--- config.mk ---
export PLATFORM = sky130hd
export DESIGN_NAME = univ_shift_register_seq
export DESIGN_NICKNAME = d
export VERILOG_FILES = /design/src/rtl/univ_shift_register_seq.sv
export SDC_FILE = /design/constraint.sdc
export NUM_CORES = 1
export LEC_CHECK = 0
export CAP_MARGIN = 15
export CORE_UTILIZATION = 46
export DETAILED_ROUTE_END_ITERATION = 6
export PLACE_DENSITY = 0.88
export REMOVE_ABC_BUFFERS = 1
export SYNTH_ARGS = -nofsm -noshare
export SYNTH_HDL_FRONTEND = slang
export SYNTH_SLANG_ARGS = --single-unit
--- constraint.sdc ---
create_clock -name clk -period 1.8 [get_ports clk]
set_clock_uncertainty 0.15 [all_clocks]
set_input_delay 0.45 -clock clk [delete_from_list [all_inputs] [get_ports clk]]
set_output_delay 0.45 -clock clk [all_outputs]
set_load 0.01 [all_outputs]
--- src/rtl/univ_shift_register_seq.sv ---
// N-bit universal shift register with eight modes, serial outputs and a
// start/busy/done sequencer that repeats a shift or rotate a programmed number of times.
module univ_shift_register_seq #(
    parameter int N  = 8,
    parameter int CW = $clog2(N) + 1
) (
    input  logic          clk,
    input  logic          reset,
    input  logic          en,
    input  logic          start,
    input  logic [2:0]    mode,
    input  logic [CW-1:0] cnt,
    input  logic          MSB_in,
    input  logic          LSB_in,
    input  logic [N-1:0]  I,
    output logic [N-1:0]  Q,
    output logic          so_r,
    output logic          so_l,
    output logic          busy,
    output logic          done
);

    typedef enum logic {
        IDLE,
        RUN
    } state_t;

    state_t        state, state_nx;
    logic [CW-1:0] rem, rem_nx;
    logic [2:0]    lmode, lmode_nx;
    logic [N-1:0]  q_nx;
    logic          done_nx;

    function automatic logic [N-1:0] apply_mode(
        input logic [2:0]   m,
        input logic [N-1:0] q,
        input logic         msb,
        input logic         lsb,
        input logic [N-1:0] d
    );
        case (m)
            3'b001:  return {msb, q[N-1:1]};
            3'b010:  return {q[N-2:0], lsb};
            3'b011:  return d;
            3'b100:  return {q[0], q[N-1:1]};
            3'b101:  return {q[N-2:0], q[N-1]};
            3'b110:  return {q[N-1], q[N-1:1]};
            3'b111:  return '0;
            default: return q;
        endcase
    endfunction

    // Only shift/rotate modes are worth sequencing; hold, load and clear
    // under start behave as a plain single step.
    function automatic logic is_seq_mode(input logic [2:0] m);
        return m inside {3'b001, 3'b010, 3'b100, 3'b101, 3'b110};
    endfunction

    always_comb begin
        state_nx = state;
        rem_nx   = rem;
        lmode_nx = lmode;
        q_nx     = Q;
        done_nx  = 1'b0;
        case (state)
            RUN: begin
                q_nx   = apply_mode(lmode, Q, MSB_in, LSB_in, I);
                rem_nx = rem - CW'(1);
                if (rem == CW'(1)) begin
                    state_nx = IDLE;
                    done_nx  = 1'b1;
                end
            end
            default: begin
                if (start && is_seq_mode(mode)) begin
                    if (cnt != '0) begin
                        lmode_nx = mode;
                        rem_nx   = cnt;
                        state_nx = RUN;
                    end else begin
                        done_nx = 1'b1;
                    end
                end else if (start || en) begin
                    q_nx = apply_mode(mode, Q, MSB_in, LSB_in, I);
                end
            end
        endcase
    end

    always_ff @(posedge clk or posedge reset) begin
        if (reset) begin
            state <= IDLE;
            rem   <= '0;
            lmode <= '0;
            Q     <= '0;
            done  <= 1'b0;
        end else begin
            state <= state_nx;
            rem   <= rem_nx;
            lmode <= lmode_nx;
            Q     <= q_nx;
            done  <= done_nx;
        end
    end

    assign busy = (state == RUN);
    assign so_r = Q[0];
    assign so_l = Q[N-1];

endmodule
== After elaboration in Yosys (flattened, before gate mapping) ==
Cells that the tools add are included.

* Register bits: 17
* Bits of input ports: 21
* Logic and storage cells: 57

* $add $sub $neg: 1
* Bitwise operators: 1
* Equality and inequality tests: 20
* Muxes and demuxes: 16
* Reduce and logical (&&, ||, !) cells: 13

{| class="wikitable"
|+ Operator list
! kind !! number
|-
| 8-bit one-hot mux with 7 select lines || 2
|-
| 3-bit == test (second input constant) || 8
|-
| 8-bit two-way mux || 3
|-
| 3-bit by 2-bit == test with 1-bit output (second input constant) || 4
|-
| 4-bit two-way mux || 3
|-
| 1-bit two-way mux || 8
|-
| 8-bit by 1-bit inequality test with 1-bit output (second input constant) || 1
|-
| 8-bit nonzero test || 1
|-
| 7-bit by 1-bit inequality test with 1-bit output (second input constant) || 1
|-
| 7-bit nonzero test || 1
|-
| 3-bit by 1-bit == test with 1-bit output (second input constant) || 2
|-
| 2-bit inequality test (second input constant) || 3
|-
| 6-bit AND reduction || 1
|-
| 2-bit nonzero test || 3
|-
| 5-bit nonzero test || 1
|-
| 4-bit by 1-bit == test with 1-bit output (second input constant) || 1
|-
| 4-bit AND reduction || 1
|-
| 4-bit nonzero test || 1
|-
| 4-bit by 1-bit subtractor with 4-bit output (second input constant) || 1
|-
| 3-bit AND reduction || 1
|-
| 2-bit AND reduction || 1
|-
| 1-bit logical AND || 1
|-
| 1-bit logical OR || 1
|-
| 1-bit inverter || 1
|}

== Depth between registers and ports, before layout ==
Gate-level depths: netlist (run 1).

* Word-level depth: 5
* Depth in mapped cells: 6

== Least setup slack after synthesis (run 1) ==
Ideal clock, no wire load.

* Path kind: input port to flip-flop
* From: input mode[1]
* To: register Q[0]
* Cell stages on the path: 6
* Data required time: 1521 ps
* Buffers on the path: 2
* Path slack: -7 ps
* Setup time: 129 ps
* Data arrival time: 1528 ps
* Cell sequence: buf_2 -> or2_4 -> a221oi_2 -> or2_1 -> buf_4 -> o31ai_1

* Longest elaborated chain between the ends: 5
* Elaborated cells on any way between the ends: 16

{| class="wikitable"
|+ Ends and longest elaborated chain
! element !! line !! text
|-
| start, declared || 11 || <nowiki>input logic [2:0] mode,</nowiki>
|-
| 3-bit == test (tied with other cells) || 41 || <nowiki>case (m)</nowiki>
|-
| 8-bit one-hot mux with 7 select lines / 5-bit nonzero test (equally long branches) || 41, 56 ||
|-
| 8-bit two-way mux / 1-bit logical AND (equally long branches) || 83, 75 ||
|-
| 8-bit two-way mux / 2-bit inequality test (equally long branches) || -- ||
|-
| 8-bit two-way mux / 4-bit AND reduction (equally long branches) || -- ||
|-
| end signal, assigned || 101 || <nowiki>Q <= q_nx;</nowiki>
|-
| end, declared || 16 || <nowiki>output logic [N-1:0] Q,</nowiki>
|}

Parallel ways exist; a longest one is shown, timed or not. The select of a mux whose other input is x is not followed.
A chain may end at the register's enable or synchronous reset.

== Worst setup path after layout (run 1) ==
* From: register Q[7]
* To: output Q[7]

No word-level cell between the ends.

==> out/results.ini, run 1 <==
[setup_path]
cpMaxStageDelayCell = dfrtp_1
cp-startpoint = Q[7]
crit_buf_inv = 2
critPathArrivalTime_ns = 1.14
rr_endpoint = Q[4]
crit_chain = buf_4 > dlygate4sd2_1
path_class = reg -> out
reg2reg_from = busy
startpoint_type = flop
ff2ff_setup_slack_ns = 0.07
crit_path_end_kind = output pin
critical-path-max-stage-delay_ns = 0.41
worst_path_dominant_cell_family = buffers and inverters
cp.required_ns = 1.20
cp_max_fo = 2
reg2reg_depth = 6

[timing]
max_freq_mhz = 575.6
fin_crit_sh_pct = 96.52
min_period_ns = 1.737
worst_pin_slew_ns = 0.4289
rsz0062_at_grt = false
setup_tns_ns = 0
finalHoldViolations = 0
finalHoldWorstSlack_ns = 0.2902
drv_slew = 0
final-setup-viol-count = 0
relSlewSlack_pct = 71.09

[yosys]
synthMuxAreaShare_pct = 4.304
synthAdderAreaFrac_pct = 1.688
yosysWarnings = 0
synth.most_common_cell = dfrtp_1
yosys.area.top_type = dfrtp_1
synth_top_family_by_area = compound AO/OA/AOI/OAI gates
synth-edff-count = 0
ys_top_cells_by_count = dfrtp_1 (17), a221oi_1 (16), inv_1 (16)
netlist_area_um2 = 1483
ys_async_sr_fraction_pct = 100.0
synth_simple_gate_area_share_pct = 21.01
syn_inst = 180
yosysTopAreaCellShare_pct = 28.69
synthXorXnorAreaFrac_pct = 1.772
ys_ff_latch = 17
synth-main-ff-cell = dfrtp_1
synth-compound-area-share_pct = 32.91
avgSynthCellArea_um2 = 8.237
synth_cell_types = 46
synth_seq_area_share_pct = 28.69
synthTopCellsByArea = dfrtp_1 (29%), a221oi_1 (9.5%), o21ai_0 (4.1%)

[clocking]
clk_pin_slew_ns = 0.11
cts_tree = built
ctsHoldBuffers = 0
cts-buffers-inserted = 3
cts_sinks = 17
cts_root_buf = clkbuf_4
max-clock-path-buffers = 2
clk_latency_ns = 0.31
htree_levels = 1

[pwr]
combPwrFrac_pct = 68.3
swShare_pct = 47.12
cellPowerDensity_nw_per_um2 = 1474
p_switching_mw = 1.453
pwr-share-seq_pct = 24.3
p_leak_nw = 0.9430
max-vdd-ir-drop_v = 0.0006262
p_int_mw = 1.631
clkPwrFrac_pct = 7.4
power_mw = 3.084

[die]
core_um2 = 3053
initial_core_util_pct = 48.57
dieArea_um2 = 3455
ios = 33
die_w_um = 58.78
die_h_um = 58.78
row_count = 20

[global_routing]
grt_pass1_wl_um = 7893
track_usage_pct = 30.38
grt_max_degree = 18
antenna_found_initial = 0
grt_overflow_total = 0
grt_pass1_vias = 1644

[cells_and_area]
multi_input_area_um2 = 933.4
post_route_cells_drive_above_1_share_pct = 24.05
area_growth_pct = 41.10
diodes = 0
fin_area_um2 = 2092
regArea_um2 = 426.7
fin_nets = 261
postLayoutCoreUtil_pct = 68.52
filler_cell_count = 251

[hold_path]
hold_path_class = in -> async

[run]
cap_violations = 0

[placed_design]
placed_area_um2 = 2016
place_hpwl_um = 3428
numPortBuffers = 32
place_congestion = 0.9431

[status]
status = finished clean

[drt]
routedWlPerCell_um = 16.93
avgViaCountPerCell = 6.196
drt-initial-drc-count = 131
vias = 1741
totalWireLength_um = 4756
dr.pass1.iters = 5
remaining_drc_errors = 0
ant_nets = 0

==> cells in the final DEF (no fill, tap or decap), types with 2 or more instances in the layout <==
cell type and n:
nand2b_1 4, dfrtp_1 16, ha_1 2, nand4b_1 4, nand3b_1 4, o22ai_1 3
or3_1 2, clkbuf_4 3, dlymetal6s2s_1 2, a221oi_2 2, mux2_2 2, nand2_1 11
mux2i_1 3, a221oi_1 15, xnor2_1 2, o2bb2ai_1 5, inv_1 16, o31ai_1 7
nor2_1 9, clkdlybuf4s50_1 16, o21ai_0 12, nor3_1 2, dlygate4sd2_1 14, and3_1 2
a21oi_1 8, nand3_1 7, or2_2 2, buf_4 36, or2_4 2, o221a_2 2
==> tightest hold or removal path, cell delays in order <==
cell,delay (ns)
clkdlybuf4s50_1,0.40
inv_1,0.05
buf_4,0.24
==> state kept, by name, indices dropped and copies added, names as in the netlist <==
name and cells:
Q 8, lmode 3, busy 1, done 1, rem 4
==> worst max-delay path by stage <==
stage / end / slack, ns / cells after the start
floorplan: Q[0] / -0.35 / 4
global placement: rem[1] / -0.46 / 5
detailed placement: Q[4] / -0.55 / 5
CTS: done / 0.03 / 1
global route: Q[0] / 0.003 / 6
finish: Q[7] / 0.06 / 2
==> area by class of cell <==
cell class / instances / area share, %
timing repair buffer: 69 / 28.17
tap: 44 / 2.632
inverter: 16 / 2.871
sequential: 17 / 20.39
clock inverter: 1 / 0.2392
clock buffer: 3 / 1.077
multi-input combinational: 131 / 44.62
==> power by group through the flow <==
stage               combinational (mW)  sequential, mW  clock, mW
floorplan                        0.965           0.897          0
global placement                  1.93           0.763          0
detailed placement                1.98           0.774          0
CTS                               2.04           0.739      0.233
global route                      2.29           0.772      0.259
finish                            2.11           0.749      0.228
==> logic make-up (layout without fill, tap and decap cells) <==
| logic type | after synthesis | in the layout |
|---|---|---|
| adder cells (fa/ha/maj) | 2 | 2 |
| XOR/XNOR | 3 | 3 |
| buffers and inverters | 32 | 89 |
| AND/OR/NAND/NOR | 55 | 55 |
| multiplexers | 6 | 6 |
| AO/OA/AOI/OAI | 65 | 65 |
| flip-flops | 17 | 17 |
==> repair_timing <==
item                                    4_1_cts  5_1_grt
resized for setup                            18        5
endpoints found under the hold margin         0        0
endpoints found under the setup margin       23        7
buffers inserted                              5        0
==> routing by layer <==
metal | global-route usage (%) | up-vias | wire, um
met5 | 0 | - | 0
met4 | 10.20 | 0 | 123
met3 | 3.736 | 19 | 522
met2 | 48.54 | 124 | 2190
met1 | 42.41 | 796 | 1920
li1 | - | 802 | -
==> stage by stage <==
stage	instances	worst slack, ns
global route	281	0.003165
CTS	281	0.02770
floorplan	164	-0.3548
global placement	272	-0.4596
detailed placement	272	-0.5544
finish	281	0.06265
(Power assumes the default switching activity.)
==> run 2, diff against run 1 <==
--- a/config.mk
+++ b/config.mk
@@ -10,6 +10,7 @@
 export DETAILED_ROUTE_END_ITERATION = 6
 export PLACE_DENSITY = 0.88
 export REMOVE_ABC_BUFFERS = 1
+export SLEW_MARGIN = 20
 export SYNTH_ARGS = -nofsm -noshare
 export SYNTH_HDL_FRONTEND = slang
 export SYNTH_SLANG_ARGS = --single-unit
==> results of run 2 <==
No change in the layout: final DEF, timing and power equal those of run 1.
